<file path="src/rtl/sram_rd_pkg.sv">
// sram_rd_pkg: shared defaults and FSM state encoding for the SRAM read
// sequencer (sram_read_sequencer) and its output FIFO (sram_rd_fifo).
package sram_rd_pkg;

  localparam int unsigned DEF_NUM_BANKS  = 10;
  localparam int unsigned DEF_DATA_W     = 16;
  localparam int unsigned DEF_ADDR_W     = 16;
  localparam int unsigned DEF_FIFO_DEPTH = 3;

  typedef enum logic [1:0] {
    IDLE   = 2'd0,
    RUN    = 2'd1,
    DRAIN  = 2'd2,
    FINISH = 2'd3
  } rd_state_e;

endpackage

</file>
<file path="src/rtl/sram_rd_fifo.sv">
// sram_rd_fifo: parameterised synchronous FIFO, asynchronous active-high reset.
// Ports:
//   clk, rst      clock, async active-high reset (clears storage and pointers)
//   push, din     write request and data (ignored when full unless popping)
//   pop, dout     read request and head data (dout = din while empty)
//   count         number of stored entries
//   empty, full   occupancy flags
// Push and pop together when empty hand din straight through; count unchanged.
module sram_rd_fifo #(
  parameter int unsigned WIDTH = 161,
  parameter int unsigned DEPTH = 3,
  localparam int unsigned CNT_W = $clog2(DEPTH + 1),
  localparam int unsigned PTR_W = (DEPTH > 1) ? $clog2(DEPTH) : 1
) (
  input  logic             clk,
  input  logic             rst,
  input  logic             push,
  input  logic             pop,
  input  logic [WIDTH-1:0] din,
  output logic [WIDTH-1:0] dout,
  output logic [CNT_W-1:0] count,
  output logic             empty,
  output logic             full
);

  localparam logic [PTR_W-1:0] LAST_PTR = PTR_W'(DEPTH - 1);

  logic [WIDTH-1:0] mem_q [DEPTH];
  logic [WIDTH-1:0] mem_d [DEPTH];
  logic [PTR_W-1:0] rd_q, rd_d, wr_q, wr_d;
  logic [CNT_W-1:0] cnt_q, cnt_d;
  logic             wr_en, rd_en, bypass;

  always_comb begin
    mem_d  = mem_q;
    rd_d   = rd_q;
    wr_d   = wr_q;
    cnt_d  = cnt_q;
    empty  = (cnt_q == '0);
    full   = (cnt_q == CNT_W'(DEPTH));
    bypass = empty & push & pop;
    wr_en  = push & ~bypass & (~full | pop);
    rd_en  = pop & ~empty;
    if (wr_en) begin
      mem_d[wr_q] = din;
      wr_d = (wr_q == LAST_PTR) ? '0 : wr_q + PTR_W'(1);
    end
    if (rd_en) begin
      rd_d = (rd_q == LAST_PTR) ? '0 : rd_q + PTR_W'(1);
    end
    case ({wr_en, rd_en})
      2'b10:   cnt_d = cnt_q + CNT_W'(1);
      2'b01:   cnt_d = cnt_q - CNT_W'(1);
      default: cnt_d = cnt_q;
    endcase
    dout  = empty ? din : mem_q[rd_q];
    count = cnt_q;
  end

  always_ff @(posedge clk or posedge rst) begin
    if (rst) begin
      for (int unsigned i = 0; i < DEPTH; i++) mem_q[i] <= '0;
      rd_q  <= '0;
      wr_q  <= '0;
      cnt_q <= '0;
    end else begin
      mem_q <= mem_d;
      rd_q  <= rd_d;
      wr_q  <= wr_d;
      cnt_q <= cnt_d;
    end
  end

endmodule

</file>
<file path="src/rtl/sram_read_sequencer.sv">
// sram_read_sequencer: streams len beats from a bank array sharing one address,
// starting at base_addr, through a small FIFO onto a valid/ready lane port.
// Ports:
//   clk, reset               clock, async active-high reset
//   start, base_addr, len    request (sampled only in IDLE; len may be 0)
//   sram_addr, sram_write    shared bank address (wraps), write strobe (always 0)
//   sram_rdata               bank read data, one cycle after sram_addr
//   out_valid/ready/data     lane vector handshake; out_last marks final beat
//   busy, done               request in progress, one-cycle completion pulse
//   stall_cycles             only with SRAM_RD_PERF_EN: cycles out_valid & !out_ready
// Optional feature macro: SRAM_RD_PERF_EN.
module sram_read_sequencer
  import sram_rd_pkg::*;
#(
  parameter int unsigned NUM_BANKS  = DEF_NUM_BANKS,
  parameter int unsigned DATA_W     = DEF_DATA_W,
  parameter int unsigned ADDR_W     = DEF_ADDR_W,
  parameter int unsigned FIFO_DEPTH = DEF_FIFO_DEPTH
) (
  input  logic                        clk,
  input  logic                        reset,
  input  logic                        start,
  input  logic [ADDR_W-1:0]           base_addr,
  input  logic [ADDR_W-1:0]           len,
  output logic [ADDR_W-1:0]           sram_addr,
  output logic                        sram_write,
  input  logic [NUM_BANKS*DATA_W-1:0] sram_rdata,
  output logic                        out_valid,
  input  logic                        out_ready,
  output logic [NUM_BANKS*DATA_W-1:0] out_data,
  output logic                        out_last,
  output logic                        busy,
  output logic                        done
`ifdef SRAM_RD_PERF_EN
  ,
  output logic [31:0]                 stall_cycles
`endif
);

  localparam int unsigned LANE_W = NUM_BANKS * DATA_W;
  localparam int unsigned CNT_W  = $clog2(FIFO_DEPTH + 1);

  rd_state_e         state_q, state_d;
  logic [ADDR_W-1:0] addr_q, addr_d;
  logic [ADDR_W-1:0] left_q, left_d;
  logic              inflight_q, inflight_d;
  logic              inflight_last_q, inflight_last_d;

  logic [CNT_W-1:0]  fifo_count;
  logic [CNT_W:0]    occupancy;
  logic [LANE_W:0]   fifo_dout;
  logic              fifo_empty, fifo_full, fifo_push, fifo_pop;

  // Credit check uses registered terms only, so out_ready never reaches sram_addr.
  assign occupancy = {1'b0, fifo_count} + {{CNT_W{1'b0}}, inflight_q};

  always_comb begin
    state_d         = state_q;
    addr_d          = addr_q;
    left_d          = left_q;
    inflight_d      = 1'b0;
    inflight_last_d = 1'b0;
    case (state_q)
      IDLE: begin
        if (start) begin
          addr_d  = base_addr;
          left_d  = len;
          state_d = (len == '0) ? FINISH : RUN;
        end
      end
      RUN: begin
        if (occupancy < (CNT_W + 1)'(FIFO_DEPTH)) begin
          addr_d          = addr_q + ADDR_W'(1);
          left_d          = left_q - ADDR_W'(1);
          inflight_d      = 1'b1;
          inflight_last_d = (left_q == ADDR_W'(1));
          if (left_q == ADDR_W'(1)) state_d = DRAIN;
        end
      end
      DRAIN: begin
        if (fifo_pop && fifo_dout[LANE_W]) state_d = FINISH;
      end
      FINISH:  state_d = IDLE;
      default: state_d = IDLE;
    endcase
  end

  always_ff @(posedge clk or posedge reset) begin
    if (reset) begin
      state_q         <= IDLE;
      addr_q          <= '0;
      left_q          <= '0;
      inflight_q      <= 1'b0;
      inflight_last_q <= 1'b0;
    end else begin
      state_q         <= state_d;
      addr_q          <= addr_d;
      left_q          <= left_d;
      inflight_q      <= inflight_d;
      inflight_last_q <= inflight_last_d;
    end
  end

  // The credit check keeps room for every in-flight read; the full gate only
  // protects the storage and never blocks in normal operation.
  assign fifo_push = inflight_q & (~fifo_full | fifo_pop);
  assign fifo_pop  = out_valid & out_ready;

  sram_rd_fifo #(
    .WIDTH (LANE_W + 1),
    .DEPTH (FIFO_DEPTH)
  ) u_fifo (
    .clk   (clk),
    .rst   (reset),
    .push  (fifo_push),
    .pop   (fifo_pop),
    .din   ({inflight_last_q, sram_rdata}),
    .dout  (fifo_dout),
    .count (fifo_count),
    .empty (fifo_empty),
    .full  (fifo_full)
  );

  assign sram_addr  = addr_q;
  assign sram_write = 1'b0;
  assign out_valid  = ~fifo_empty;
  assign out_data   = fifo_empty ? '0 : fifo_dout[LANE_W-1:0];
  assign out_last   = ~fifo_empty & fifo_dout[LANE_W];
  assign busy       = (state_q != IDLE);
  assign done       = (state_q == FINISH);

`ifdef SRAM_RD_PERF_EN
  logic [31:0] stall_q, stall_d;

  always_comb begin
    stall_d = stall_q;
    if (state_q == IDLE && start) begin
      stall_d = '0;
    end else if (out_valid && !out_ready && stall_q != '1) begin
      stall_d = stall_q + 32'd1;
    end
  end

  always_ff @(posedge clk or posedge reset) begin
    if (reset) stall_q <= '0;
    else       stall_q <= stall_d;
  end

  assign stall_cycles = stall_q;
`endif

endmodule

</file>
<file path="config.mk">
export PLATFORM = sky130hd
export DESIGN_NAME = sram_read_sequencer
export DESIGN_NICKNAME = d
export VERILOG_FILES = /design/src/rtl/sram_rd_pkg.sv /design/src/rtl/sram_rd_fifo.sv /design/src/rtl/sram_read_sequencer.sv
export SDC_FILE = /design/constraint.sdc
export NUM_CORES = 1
export LEC_CHECK = 0
export BUFFER_PORTS_ARGS = -buffer_cell sky130_fd_sc_hd__buf_2
export CORE_ASPECT_RATIO = 1.75
export CORE_UTILIZATION = 62
export DETAILED_ROUTE_END_ITERATION = 10
export GPL_TIMING_DRIVEN = 0
export PLACE_DENSITY = 0.89
export SYNTH_ARGS = -nofsm -noshare
export SYNTH_HDL_FRONTEND = slang
export SYNTH_SLANG_ARGS = --single-unit
</file>
<file path="constraint.sdc">
create_clock -name clk -period 45.3 [get_ports clk]
set_clock_uncertainty 0.15 [all_clocks]
set_input_delay 4.53 -clock clk [delete_from_list [all_inputs] [get_ports clk]]
set_output_delay 4.53 -clock clk [all_outputs]
set_load 0.005 [all_outputs]
</file>
==> flow_metrics.env <==
export IMPL_status="finished, final reports clean"
export IMPL_ctsHoldBuffers=0
export IMPL_io_pin_count=377
export IMPL_synth_adder_area_share_pct=0.552
export IMPL_synth_compound_gate_area_share_pct=6.38
export IMPL_postLayoutCoreUtil_pct=74.0
export IMPL_wl_per_cell_um=22.4
export IMPL_tightest_slew_ns=1.36
export IMPL_syn_area_per_cell_um2=12.2
export IMPL_die_y_um=267
export IMPL_gr_usage_all_layers_pct=33.1
export IMPL_dr_pass1_iters=5
export IMPL_setup_tns_final_ns=0
export IMPL_insertion_delay_ns=0.57
export IMPL_viasPerCell=6.07
export IMPL_p_per_area_mw_per_mm2=80.6
export IMPL_fin_hold_ws_ns=0.354
export IMPL_globalplace_congestion=0.906
export IMPL_worst_slack_ns=36.78
export IMPL_critPathArrivalTime_ns=3.84
export IMPL_start_util_pct=63.3
export IMPL_syn_inst=2048
export IMPL_slew_viol_final=0
export IMPL_syn_num_nets=2255
export IMPL_clockBufferDepth=3
export IMPL_grt_pass1_vias=19700
export IMPL_dieArea_mm2=0.0411
export IMPL_fp_row_count=96
export IMPL_cts_resized_gates=0
export IMPL_io_buffers=375
export IMPL_path_max_fanout=10
export IMPL_syn_area_mm2=0.0249
export IMPL_hpwl_um=47000
export IMPL_fin_crit_ns=8.52
export IMPL_yosysMostFrequentCell="dfrtp_1"
export IMPL_critPathKind="reg2out"
export IMPL_yosys_area_top_type="dfrtp_1"
export IMPL_grt_pass1_wl_um=106000
export IMPL_fin_nets=2684
export IMPL_area_growth_pct=16.9
export IMPL_synth_top_area_share_pct=52.7
export IMPL_drive_above_1_share_pct=40.3
export IMPL_vias=18400
export IMPL_rsz0062_at_grt="no"
export IMPL_yosys_warnings=0
export IMPL_synth_yosys_seq_area_share_pct=52.7
export IMPL_yosys_area_share_simple_pct=7.16
export IMPL_grt_ovfl_total=0
export IMPL_root_buffer="clkbuf_16"
export IMPL_cap_violations=0
export IMPL_timing_fmax_mhz=117
export IMPL_start_kind="flop"
export IMPL_drc=0
export IMPL_synth_cell_types=50
export IMPL_synth_area_leaders="dfrtp_1 53%, mux2_2 18%, mux2i_1 6.7%, mux2_4 5.4%, nor2_1 4.5%"
export IMPL_cts_tree="built"
export IMPL_totalWireLength_um=67800
export IMPL_synth_xor_area_share_pct=0.105
export IMPL_cts_buffers_inserted=48
export IMPL_ant_nets=0
export IMPL_hold_class="reg2reg"
export IMPL_synth_edf_count=0
export IMPL_synth_top_family_by_area="multiplexers"
export IMPL_setup_viol=0
export IMPL_finalHoldViolCount=0
export IMPL_clkTransAtPathRegs_ns=0.07
export IMPL_timing_slew_headroom_pct=9.01
export IMPL_cts_setup_buffers=0
export IMPL_ir_drop_v=0.0000593
export IMPL_endpoint_kind="output port"
export IMPL_antenna_found_initial=22
export IMPL_pre_cts_ws_ns=37.46
export IMPL_fillers=2501
export IMPL_p_total_mw=2.35
export IMPL_ys_flop_type="dfrtp_1"
export IMPL_clock_sinks=525
export IMPL_fin_crit_sh_pct=18.8
export IMPL_core_mm2=0.0394
export IMPL_ys_seq_elements=525
export IMPL_grt_max_degree=138
export IMPL_synth_area_mux_share_pct=30.0
export IMPL_ys_async_sr_fraction_pct=100
export IMPL_htreeDepth=2
export IMPL_drtIter0Drc=1059
export IMPL_leakagePower_nw=13.8
export IMPL_die_w_um=154
export IMPL_synthTopCellsByCount="525 x dfrtp_1, 395 x mux2_2, 301 x nor2_1"
export IMPL_required_ns=40.62
## report_power, final
| group | switching, mW | internal (mW) |
|---|---|---|
| combinational | 0.564 | 0.526 |
| clock | 0.181 | 0.229 |
| sequential | 0.144 | 0.706 |
## critical path, cell delays in order, from the launching register on
cell,delay (ns)
dfrtp_1,0.44
nor2_1,1.05
clkbuf_1,0.95
clkbuf_1,0.48
nor2_1,0.17
buf_2,0.17
## worst paths after layout
kind	from	endpoint	slack, ns	cells past startpoint
min in group asynchronous	reset	u_fifo.mem_q[403]	3.87	2
max reg2reg	u_fifo.count[0]	u_fifo.mem_q[368]	42.32	6
min	u_fifo.mem_q[124]	u_fifo.mem_q[124]	0.35	1
max in group asynchronous	reset	left_q[9]	39.67	4
min reg2reg	u_fifo.mem_q[124]	u_fifo.mem_q[124]	0.35	1
max	u_fifo.count[0]	out_data[70]	36.78	5
## logic make-up (layout without fill, tap and decap cells)
family | after synthesis | count (layout)
multiplexers | 653 | 653
flip-flops | 525 | 525
AO/OA/AOI/OAI | 262 | 262
other | 1 | 23
AND/OR/NAND/NOR | 433 | 433
XOR/XNOR | 3 | 3
adder cells (fa/ha/maj) | 11 | 11
buffers and inverters | 160 | 628
## metal layers
layer | vias up | wire length [um] | GRT usage [%]
li1 | 8068 | - | -
met3 | 237 | 3970 | 6.31
met2 | 742 | 35000 | 58.2
met1 | 9320 | 24600 | 36.5
met5 | - | 22 | 0
met4 | 4 | 4190 | 21.5
## per-stage QoR
| stage | instances | cell area, um^2 |
|---|---|---|
| 3_5_place_dp | 2917 | 27500 |
| 2_1_floorplan | 2048 | 24900 |
| 5_1_grt | 3024 | 29200 |
| 4_1_cts | 3006 | 29100 |
| 6_report | 3028 | 29200 |
| 3_3_place_gp | 2913 | 27400 |
## cell usage in the layout, fill, tap and decap left out, types with 5 or more instances in the layout
cell	instances
clkbuf_8	7
nor3_1	7
clkinv_2	9
nor2_1	301
nor4_1	6
o22ai_1	8
clkbuf_1	78
buf_2	427
mux2i_1	168
inv_1	14
buf_6	10
a21oi_1	150
nand4_1	9
mux2_4	90
clkbuf_16	49
a31oi_1	5
buf_4	9
nand2_1	74
diode_2	22
dfrtp_1	525
o22a_1	48
o21ai_0	27
buf_1	11
mux2_2	395
ha_1	11
nand3_1	13
a2bb2oi_1	9
## flip-flops by register name, indices dropped and copies added, names as in the netlist
register and cells:
left_q 16, state_q 2, u_fifo.rd_q 2, u_fifo.mem_q 483, u_fifo.wr_q 2, u_fifo.count 2, inflight_last_q 1, sram_addr 16
inflight_q 1
## layout make-up
class / instances / area, um^2 / share of cell area (%)
clock buffers: 71 / 1380 / 4.73
diodes: 22 / 55.1 / 0.189
well taps: 490 / 613 / 2.10
clock inverters: 18 / 184 / 0.631
inverters: 15 / 63.8 / 0.219
flip-flops and latches: 525 / 13100 / 45.0
repair buffers: 379 / 1990 / 6.81
plain buffers: 145 / 718 / 2.46
multi-input cells: 1363 / 11000 / 37.8
No activity file was read; power rests on OpenSTA's default activity.
